File: src/rtl/comm_demap_pack_if.sv
// Bin stream in, packed-word FIFO out, plus per-bin decision and status taps.
interface comm_demap_pack_if #(
    parameter int unsigned WIDTH = 11
);
    logic [1:0]       mode;
    logic             valid_i;
    logic [WIDTH-1:0] ar;
    logic [WIDTH-1:0] ai;
    logic             valid_o;
    logic [31:0]      data_o;
    logic             ack_o;
    logic             valid_raw;
    logic [3:0]       raw;
    logic             sym_o;
    logic             ovf;
    logic             mode_err;

    modport master (
        output mode, valid_i, ar, ai, ack_o,
        input  valid_o, data_o, valid_raw, raw, sym_o, ovf, mode_err
    );

    modport slave (
        input  mode, valid_i, ar, ai, ack_o,
        output valid_o, data_o, valid_raw, raw, sym_o, ovf, mode_err
    );
endinterface

File: src/rtl/comm_demap_pack.sv
// OFDM receive demapper: hard-decides BPSK/QPSK/16-QAM data bins and packs the
// bits LSB-first into 32-bit words delivered through a valid/ack FIFO.
module comm_demap_pack #(
    parameter int unsigned WIDTH     = 11,
    parameter int unsigned NFFT      = 64,
    parameter int unsigned FIRST_BIN = 4,
    parameter int unsigned NBINS     = 32,
    parameter int unsigned THRESH    = 256,
    parameter int unsigned DEPTH     = 8
) (
    input  logic              CLK,
    input  logic              RST,
    comm_demap_pack_if.slave  bus
);
    localparam int unsigned BW = $clog2(NFFT);
    localparam int unsigned AW = $clog2(DEPTH);
    localparam logic [BW-1:0]  BIN_LAST = BW'(NFFT - 1);
    localparam logic [BW-1:0]  BIN_LO   = BW'(FIRST_BIN);
    localparam logic [BW-1:0]  BIN_HI   = BW'(FIRST_BIN + NBINS - 1);
    localparam logic [WIDTH:0] TH       = (WIDTH + 1)'(THRESH);
    localparam logic [AW:0]    FULL     = (AW + 1)'(DEPTH);

    logic [BW-1:0] bin;
    logic [1:0]    mode_q;
    logic [31:0]   pack;
    logic [4:0]    ptr;
    logic          done_q;
    logic [31:0]   word_q;

    logic [31:0]   mem [DEPTH];
    logic [AW-1:0] wr_ptr;
    logic [AW-1:0] rd_ptr;
    logic [AW:0]   count;

    logic          first_c;
    logic [1:0]    mode_c;
    logic          data_c;
    logic          si_c;
    logic          sq_c;
    logic [WIDTH:0] ext_r_c;
    logic [WIDTH:0] ext_i_c;
    logic [WIDTH:0] mag_r_c;
    logic [WIDTH:0] mag_i_c;
    logic [3:0]    raw_c;
    logic [3:0]    mask_c;
    logic [2:0]    bps_c;
    logic [31:0]   base_pack_c;
    logic [4:0]    base_ptr_c;
    logic [31:0]   wmask_c;
    logic [31:0]   pack_nxt_c;
    logic [5:0]    sum_c;
    logic          wrap_c;

    logic          pop_c;
    logic          push_c;
    logic          drop_c;
    logic [AW:0]   count_nxt_c;
    logic [AW-1:0] rd_nxt_c;
    logic [31:0]   head_c;

    // Mode in force for this beat: bin 0 samples the input, later bins use the latch.
    assign first_c = (bin == '0);
    assign mode_c  = first_c ? bus.mode : mode_q;
    assign data_c  = bus.valid_i && (bin >= BIN_LO) && (bin <= BIN_HI) && (mode_c != 2'd3);

    assign si_c    = bus.ar[WIDTH-1];
    assign sq_c    = bus.ai[WIDTH-1];
    assign ext_r_c = {bus.ar[WIDTH-1], bus.ar};
    assign ext_i_c = {bus.ai[WIDTH-1], bus.ai};
    assign mag_r_c = si_c ? -ext_r_c : ext_r_c;
    assign mag_i_c = sq_c ? -ext_i_c : ext_i_c;

    always_comb begin
        raw_c  = {3'b000, si_c};
        mask_c = 4'b0001;
        bps_c  = 3'd1;
        case (mode_c)
            2'd1: begin
                raw_c  = {2'b00, sq_c, si_c};
                mask_c = 4'b0011;
                bps_c  = 3'd2;
            end
            2'd2: begin
                raw_c  = {(mag_i_c < TH), sq_c, (mag_r_c < TH), si_c};
                mask_c = 4'b1111;
                bps_c  = 3'd4;
            end
            default: ;
        endcase
    end

    // Pointer stays bps-aligned, so a bin's bits never straddle a word boundary.
    assign base_pack_c = first_c ? '0 : pack;
    assign base_ptr_c  = first_c ? '0 : ptr;
    assign wmask_c     = 32'(mask_c) << base_ptr_c;
    assign pack_nxt_c  = (base_pack_c & ~wmask_c) | ((32'(raw_c) << base_ptr_c) & wmask_c);
    assign sum_c       = {1'b0, base_ptr_c} + 6'(bps_c);
    assign wrap_c      = sum_c[5];

    always_ff @(posedge CLK or posedge RST) begin
        if (RST) begin
            bin           <= '0;
            mode_q        <= '0;
            pack          <= '0;
            ptr           <= '0;
            done_q        <= 1'b0;
            word_q        <= '0;
            bus.valid_raw <= 1'b0;
            bus.raw       <= '0;
            bus.sym_o     <= 1'b0;
            bus.mode_err  <= 1'b0;
        end else begin
            done_q        <= data_c && wrap_c;
            bus.valid_raw <= data_c;
            bus.raw       <= data_c ? raw_c : '0;
            bus.sym_o     <= bus.valid_i && (bin == BIN_LAST);
            if (data_c && wrap_c) begin
                word_q <= pack_nxt_c;
            end
            if (bus.valid_i) begin
                bin <= bin + BW'(1);
                if (first_c) begin
                    mode_q <= bus.mode;
                    if (bus.mode == 2'd3) begin
                        bus.mode_err <= 1'b1;
                    end
                end
                if (data_c) begin
                    pack <= pack_nxt_c;
                    ptr  <= sum_c[4:0];
                end else if (first_c) begin
                    pack <= '0;
                    ptr  <= '0;
                end
            end
        end
    end

    // A pop frees the slot the same cycle, so a push into a full FIFO still lands.
    assign pop_c       = bus.valid_o && bus.ack_o;
    assign push_c      = done_q && ((count != FULL) || pop_c);
    assign drop_c      = done_q && !push_c;
    assign count_nxt_c = count + (AW + 1)'(push_c) - (AW + 1)'(pop_c);
    assign rd_nxt_c    = rd_ptr + AW'(pop_c);
    assign head_c      = (push_c && (wr_ptr == rd_nxt_c)) ? word_q : mem[rd_nxt_c];

    always_ff @(posedge CLK) begin
        if (push_c) begin
            mem[wr_ptr] <= word_q;
        end
    end

    always_ff @(posedge CLK or posedge RST) begin
        if (RST) begin
            wr_ptr      <= '0;
            rd_ptr      <= '0;
            count       <= '0;
            bus.valid_o <= 1'b0;
            bus.data_o  <= '0;
            bus.ovf     <= 1'b0;
        end else begin
            if (push_c) begin
                wr_ptr <= wr_ptr + AW'(1);
            end
            rd_ptr      <= rd_nxt_c;
            count       <= count_nxt_c;
            bus.valid_o <= (count_nxt_c != '0);
            if (count_nxt_c != '0) begin
                bus.data_o <= head_c;
            end
            if (drop_c) begin
                bus.ovf <= 1'b1;
            end
        end
    end
endmodule

File: src/flat_wrapper.sv
// flat-port wrapper written by rule: the top's interface ports become plain ports
module comm_demap_pack_flat 
#(
    parameter int unsigned WIDTH     = 11,
    parameter int unsigned NFFT      = 64,
    parameter int unsigned FIRST_BIN = 4,
    parameter int unsigned NBINS     = 32,
    parameter int unsigned THRESH    = 256,
    parameter int unsigned DEPTH     = 8
)
  (CLK, RST, bus_mode, bus_valid_i, bus_ar, bus_ai, bus_ack_o, bus_valid_o, bus_data_o, bus_valid_raw, bus_raw, bus_sym_o, bus_ovf, bus_mode_err);
  comm_demap_pack_if #(.WIDTH(WIDTH)) bus_i ();
  input  logic CLK;
  input  logic RST;
  input wire logic [$bits(bus_i.mode)-1:0] bus_mode;
  input wire logic [$bits(bus_i.valid_i)-1:0] bus_valid_i;
  input wire logic [$bits(bus_i.ar)-1:0] bus_ar;
  input wire logic [$bits(bus_i.ai)-1:0] bus_ai;
  input wire logic [$bits(bus_i.ack_o)-1:0] bus_ack_o;
  output wire logic [$bits(bus_i.valid_o)-1:0] bus_valid_o;
  output wire logic [$bits(bus_i.data_o)-1:0] bus_data_o;
  output wire logic [$bits(bus_i.valid_raw)-1:0] bus_valid_raw;
  output wire logic [$bits(bus_i.raw)-1:0] bus_raw;
  output wire logic [$bits(bus_i.sym_o)-1:0] bus_sym_o;
  output wire logic [$bits(bus_i.ovf)-1:0] bus_ovf;
  output wire logic [$bits(bus_i.mode_err)-1:0] bus_mode_err;
  assign bus_i.mode = bus_mode;
  assign bus_i.valid_i = bus_valid_i;
  assign bus_i.ar = bus_ar;
  assign bus_i.ai = bus_ai;
  assign bus_i.ack_o = bus_ack_o;
  assign bus_valid_o = bus_i.valid_o;
  assign bus_data_o = bus_i.data_o;
  assign bus_valid_raw = bus_i.valid_raw;
  assign bus_raw = bus_i.raw;
  assign bus_sym_o = bus_i.sym_o;
  assign bus_ovf = bus_i.ovf;
  assign bus_mode_err = bus_i.mode_err;
  comm_demap_pack #(.WIDTH(WIDTH), .NFFT(NFFT), .FIRST_BIN(FIRST_BIN), .NBINS(NBINS), .THRESH(THRESH), .DEPTH(DEPTH)) u_core (.CLK(CLK), .RST(RST), .bus(bus_i));
endmodule
File: config.mk
export PLATFORM = sky130hd
export DESIGN_NAME = comm_demap_pack_flat
export DESIGN_NICKNAME = d
export VERILOG_FILES = /design/src/rtl/comm_demap_pack_if.sv /design/src/rtl/comm_demap_pack.sv /design/src/flat_wrapper.sv
export SDC_FILE = /design/constraint.sdc
export NUM_CORES = 1
export LEC_CHECK = 0
export ABC_AREA = 1
export BUFFER_PORTS_ARGS = -buffer_cell sky130_fd_sc_hd__buf_4
export CORE_ASPECT_RATIO = 0.6
export CORE_MARGIN = 2
export CORE_UTILIZATION = 62
export DETAILED_ROUTE_END_ITERATION = 6
export GPL_TIMING_DRIVEN = 0
export PLACE_DENSITY_LB_ADDON = 0.25
export REMOVE_ABC_BUFFERS = 1
export SLEW_MARGIN = 20
export SYNTH_ARGS = -nofsm -noshare
export SYNTH_HDL_FRONTEND = slang
export SYNTH_SLANG_ARGS = --single-unit
File: constraint.sdc
create_clock -name CLK -period 5.28 [get_ports CLK]
set_clock_uncertainty 0.05 [all_clocks]
set_input_delay 1.32 -clock CLK [delete_from_list [all_inputs] [get_ports CLK]]
set_output_delay 1.32 -clock CLK [all_outputs]
set_load 0.05 [all_outputs]
==> impl_metrics.py <==
metrics = {
    "clocking": {
        "cts_buffers": 36,
        "cts_tree": "built",
        "h-tree-depth": 2,
        "post-cts-setup-buffers": 0,
        "clock_latency_ns": 0.53,
        "cts-resized-gates": 0,
        "clock-sinks": 385,
        "hold_buffers": 0,
        "cts_buffer_depth": 3,
        "cts-root-buf": "clkbuf_16",
        "path_clk_slew_ns": 0.06,
    },
    "synth": {
        "async_reset_ff_share_pct": 33.51,
        "yosys.area.top_type": "edfxtp_1",
        "yosysMostFrequentCell": "nor2_1",
        "ys.flop_type": "edfxtp_1",
        "yosysWarnings": 0,
        "yosysSeqAreaShare_pct": 63.58,
        "synth_enable_flop_cells": 256,
        "ys_types": 42,
        "ys_seq_elements": 385,
        "syn_inst": 1746,
        "synth_common_cells": "313 x nor2_1, 256 x edfxtp_1, 254 x nand2_1",
        "postSynthAreaPerCell_um2": 9.833,
        "netlist_area_mm2": 0.01717,
        "synth_top_cells_by_area": "edfxtp_1 45%, dfrtp_1 19%, o21ai_0 6.9%, nor2_1 6.8%, nand2_1 5.6%",
        "synth.top_cell.area_share_pct": 44.78,
    },
    "sta": {
        "setup_viol": 0,
        "min_period_ns": 5.064,
        "max-slew-margin-rel_pct": 47.45,
        "slew_violations": 0,
        "fin_tns_setup_ns": 0,
        "hold_violations": 0,
        "timing.fmax_mhz": 197.5,
        "worst_slew_pin_slew_ns": 0.7872,
        "rsz0062_at_grt": "false",
        "finalCritPeriodShare_pct": 95.91,
    },
    "setup_path": {
        "slowest_stage": "ha_4",
        "worst_setup_path_end_kind": "register",
        "cp_top_family": "buffers and inverters",
        "required_ns": 5.61,
        "max_stage_delay_ns": 0.74,
        "critical_path_class": "in -> reg",
        "arrival_ns": 5.40,
        "path_cells": "buf_4 > nand2_1 > inv_1 > ha_4 > buf_16 > inv_6 > buf_16 > nand2_1 > nand4_1 > nor2_1 > nand2_2 > buf_12 > inv_2 > buf_12 > nor2_1 > o21ai_0 > o21ai_0",
        "startpoint_type": "input pin",
        "cp_max_fo": 71,
        "path_buf_inv": 8,
    },
    "floorplanning": {
        "io-pin-count": 69,
        "fp.dieH_um": 132.9,
        "die-area_mm2": 0.02908,
        "die_x_um": 218.8,
        "rows": 47,
        "start_util_pct": 62.65,
        "coreArea_mm2": 0.02740,
    },
    "drt": {
        "drt_iter0_markers": 1635,
        "drt_pass1_iterations": 7,
        "routedWlPerCell_um": 19.49,
        "ant_nets": 0,
        "vias_per_cell": 5.964,
        "routed-via-count": 12935,
        "drc": 0,
        "wl_um": 42270,
    },
    "cells_and_area": {
        "drive_above_1_share_pct": 10.27,
        "n_antenna_cell": 0,
        "layout.nets": 1823,
        "syn_to_final_growth_pct": 13.41,
    },
    "global_route": {
        "grt_pass1_vias": 12548,
        "grt_overflow": 0,
        "grtUsageTotal_pct": 30.09,
        "grt_first_pass_wirelength_um": 67680,
        "grt_max_degree": 101,
        "antenna_found_initial": 0,
    },
    "placed_design": {
        "dpl.hpwl_um": 25360,
        "place_congestion": 0.9453,
        "io_buffers": 68,
    },
    "status": {
        "status": "finished, final reports clean",
    },
    "job": {
        "max-cap-violations": 0,
    },
    "power_and_ir_drop": {
        "totalPowerFinal_mw": 12.72,
        "p_leak_nw": 7.818,
        "ir_drop_mv": 0.7852,
        "power_density_mw_per_mm2": 653.2,
    },
    "hold_path": {
        "min_path_type": "reg -> reg",
    },
}
[logic make-up after synthesis]
family                   Yosys count  synth area share (%)
AND/OR/NAND/NOR                  703                 16.99
AO/OA/AOI/OAI                    381                 11.64
flip-flops                       385                 63.58
buffers and inverters            247                 5.758
adder cells (fa/ha/maj)           19                 1.472
XOR/XNOR                          11                0.5612
[layout make-up]
class                      count  area, µm²
inverter                     151      584.3
clock buffer                  52       1012
clock inverter                12      163.9
fill                        1976       7934
timing repair buffer          88      978.4
multi-input combinational   1114       5356
sequential                   385      10920
tap                          367      459.2
[report_power, final]
part           switching, mW  internal, mW
logic                   3.85          1.78
registers              0.482          3.96
clock network           1.12          1.53
total                   5.45          7.27
[placed cells by master (no fill, tap or decap), types with 8 or more instances in the layout]
| cell | n |
|---|---|
| buf_16 | 9 |
| buf_4 | 68 |
| clkbuf_1 | 12 |
| inv_1 | 139 |
| nor2_4 | 9 |
| ha_1 | 15 |
| dfrtp_1 | 129 |
| inv_2 | 8 |
| edfxtp_1 | 256 |
| a21oi_1 | 78 |
| o21ai_1 | 17 |
| nand2_1 | 253 |
| o22ai_1 | 33 |
| o21ai_0 | 236 |
| nand4_1 | 25 |
| clkbuf_16 | 37 |
| buf_12 | 11 |
| xor2_1 | 8 |
| nor2_1 | 305 |
| nand3_1 | 85 |
[path summary, 6_finish.rpt]
check / from / endpoint / slack, ns / cells after the start
worst max register to register: u_core.bus.valid_o / u_core.bus.data_o[2] / 0.71 / 16
min in group asynchronous: RST / u_core.word_q[16] / 0.69 / 2
worst max-delay path: bus_ack_o / u_core.bus.data_o[2] / 0.22 / 17
worst min register to register: u_core.bus.ovf / u_core.bus.ovf / 0.43 / 1
max in group asynchronous: RST / u_core.word_q[2] / 3.69 / 3
worst min-delay path: u_core.bus.ovf / u_core.bus.ovf / 0.43 / 1
[stage by stage]
step                hold WS (ns)  instances  area (µm²)  utilization [%]  setup WS, ns
CTS                       0.4434       2169       19470            71.05        0.2601
global placement          0.4215       2085       17720            64.65        -6.523
global route              0.4653       2169       19470            71.05       0.05190
detailed placement        0.4272       2105       18290            66.76       -0.2381
finish                    0.4342       2169       19470            71.05        0.2159
floorplan                 0.4111       1650       16750                -        -1.331
[sequential cells by signal, summed over array words and instances, names as in the netlist, 2 cells and up]
name,count
u_core.mem,256
u_core.bus.data_o,32
u_core.pack,32
u_core.word_q,32
u_core.bin,6
u_core.ptr,5
u_core.bus.raw,4
u_core.count,4
u_core.rd_ptr,3
u_core.wr_ptr,3
u_core.mode_q,2
[layer usage]
| layer | vias to the layer above | wire (µm) | track usage, % |
|---|---|---|---|
| met1 | 6251 | 18010 | 43.88 |
| li1 | 5975 | - | - |
| met3 | 79 | 3855 | 5.264 |
| met5 | - | 0 | 0 |
| met2 | 630 | 19570 | 46.98 |
| met4 | 0 | 830 | 8.784 |
No activity file was read; power rests on OpenSTA's default activity.
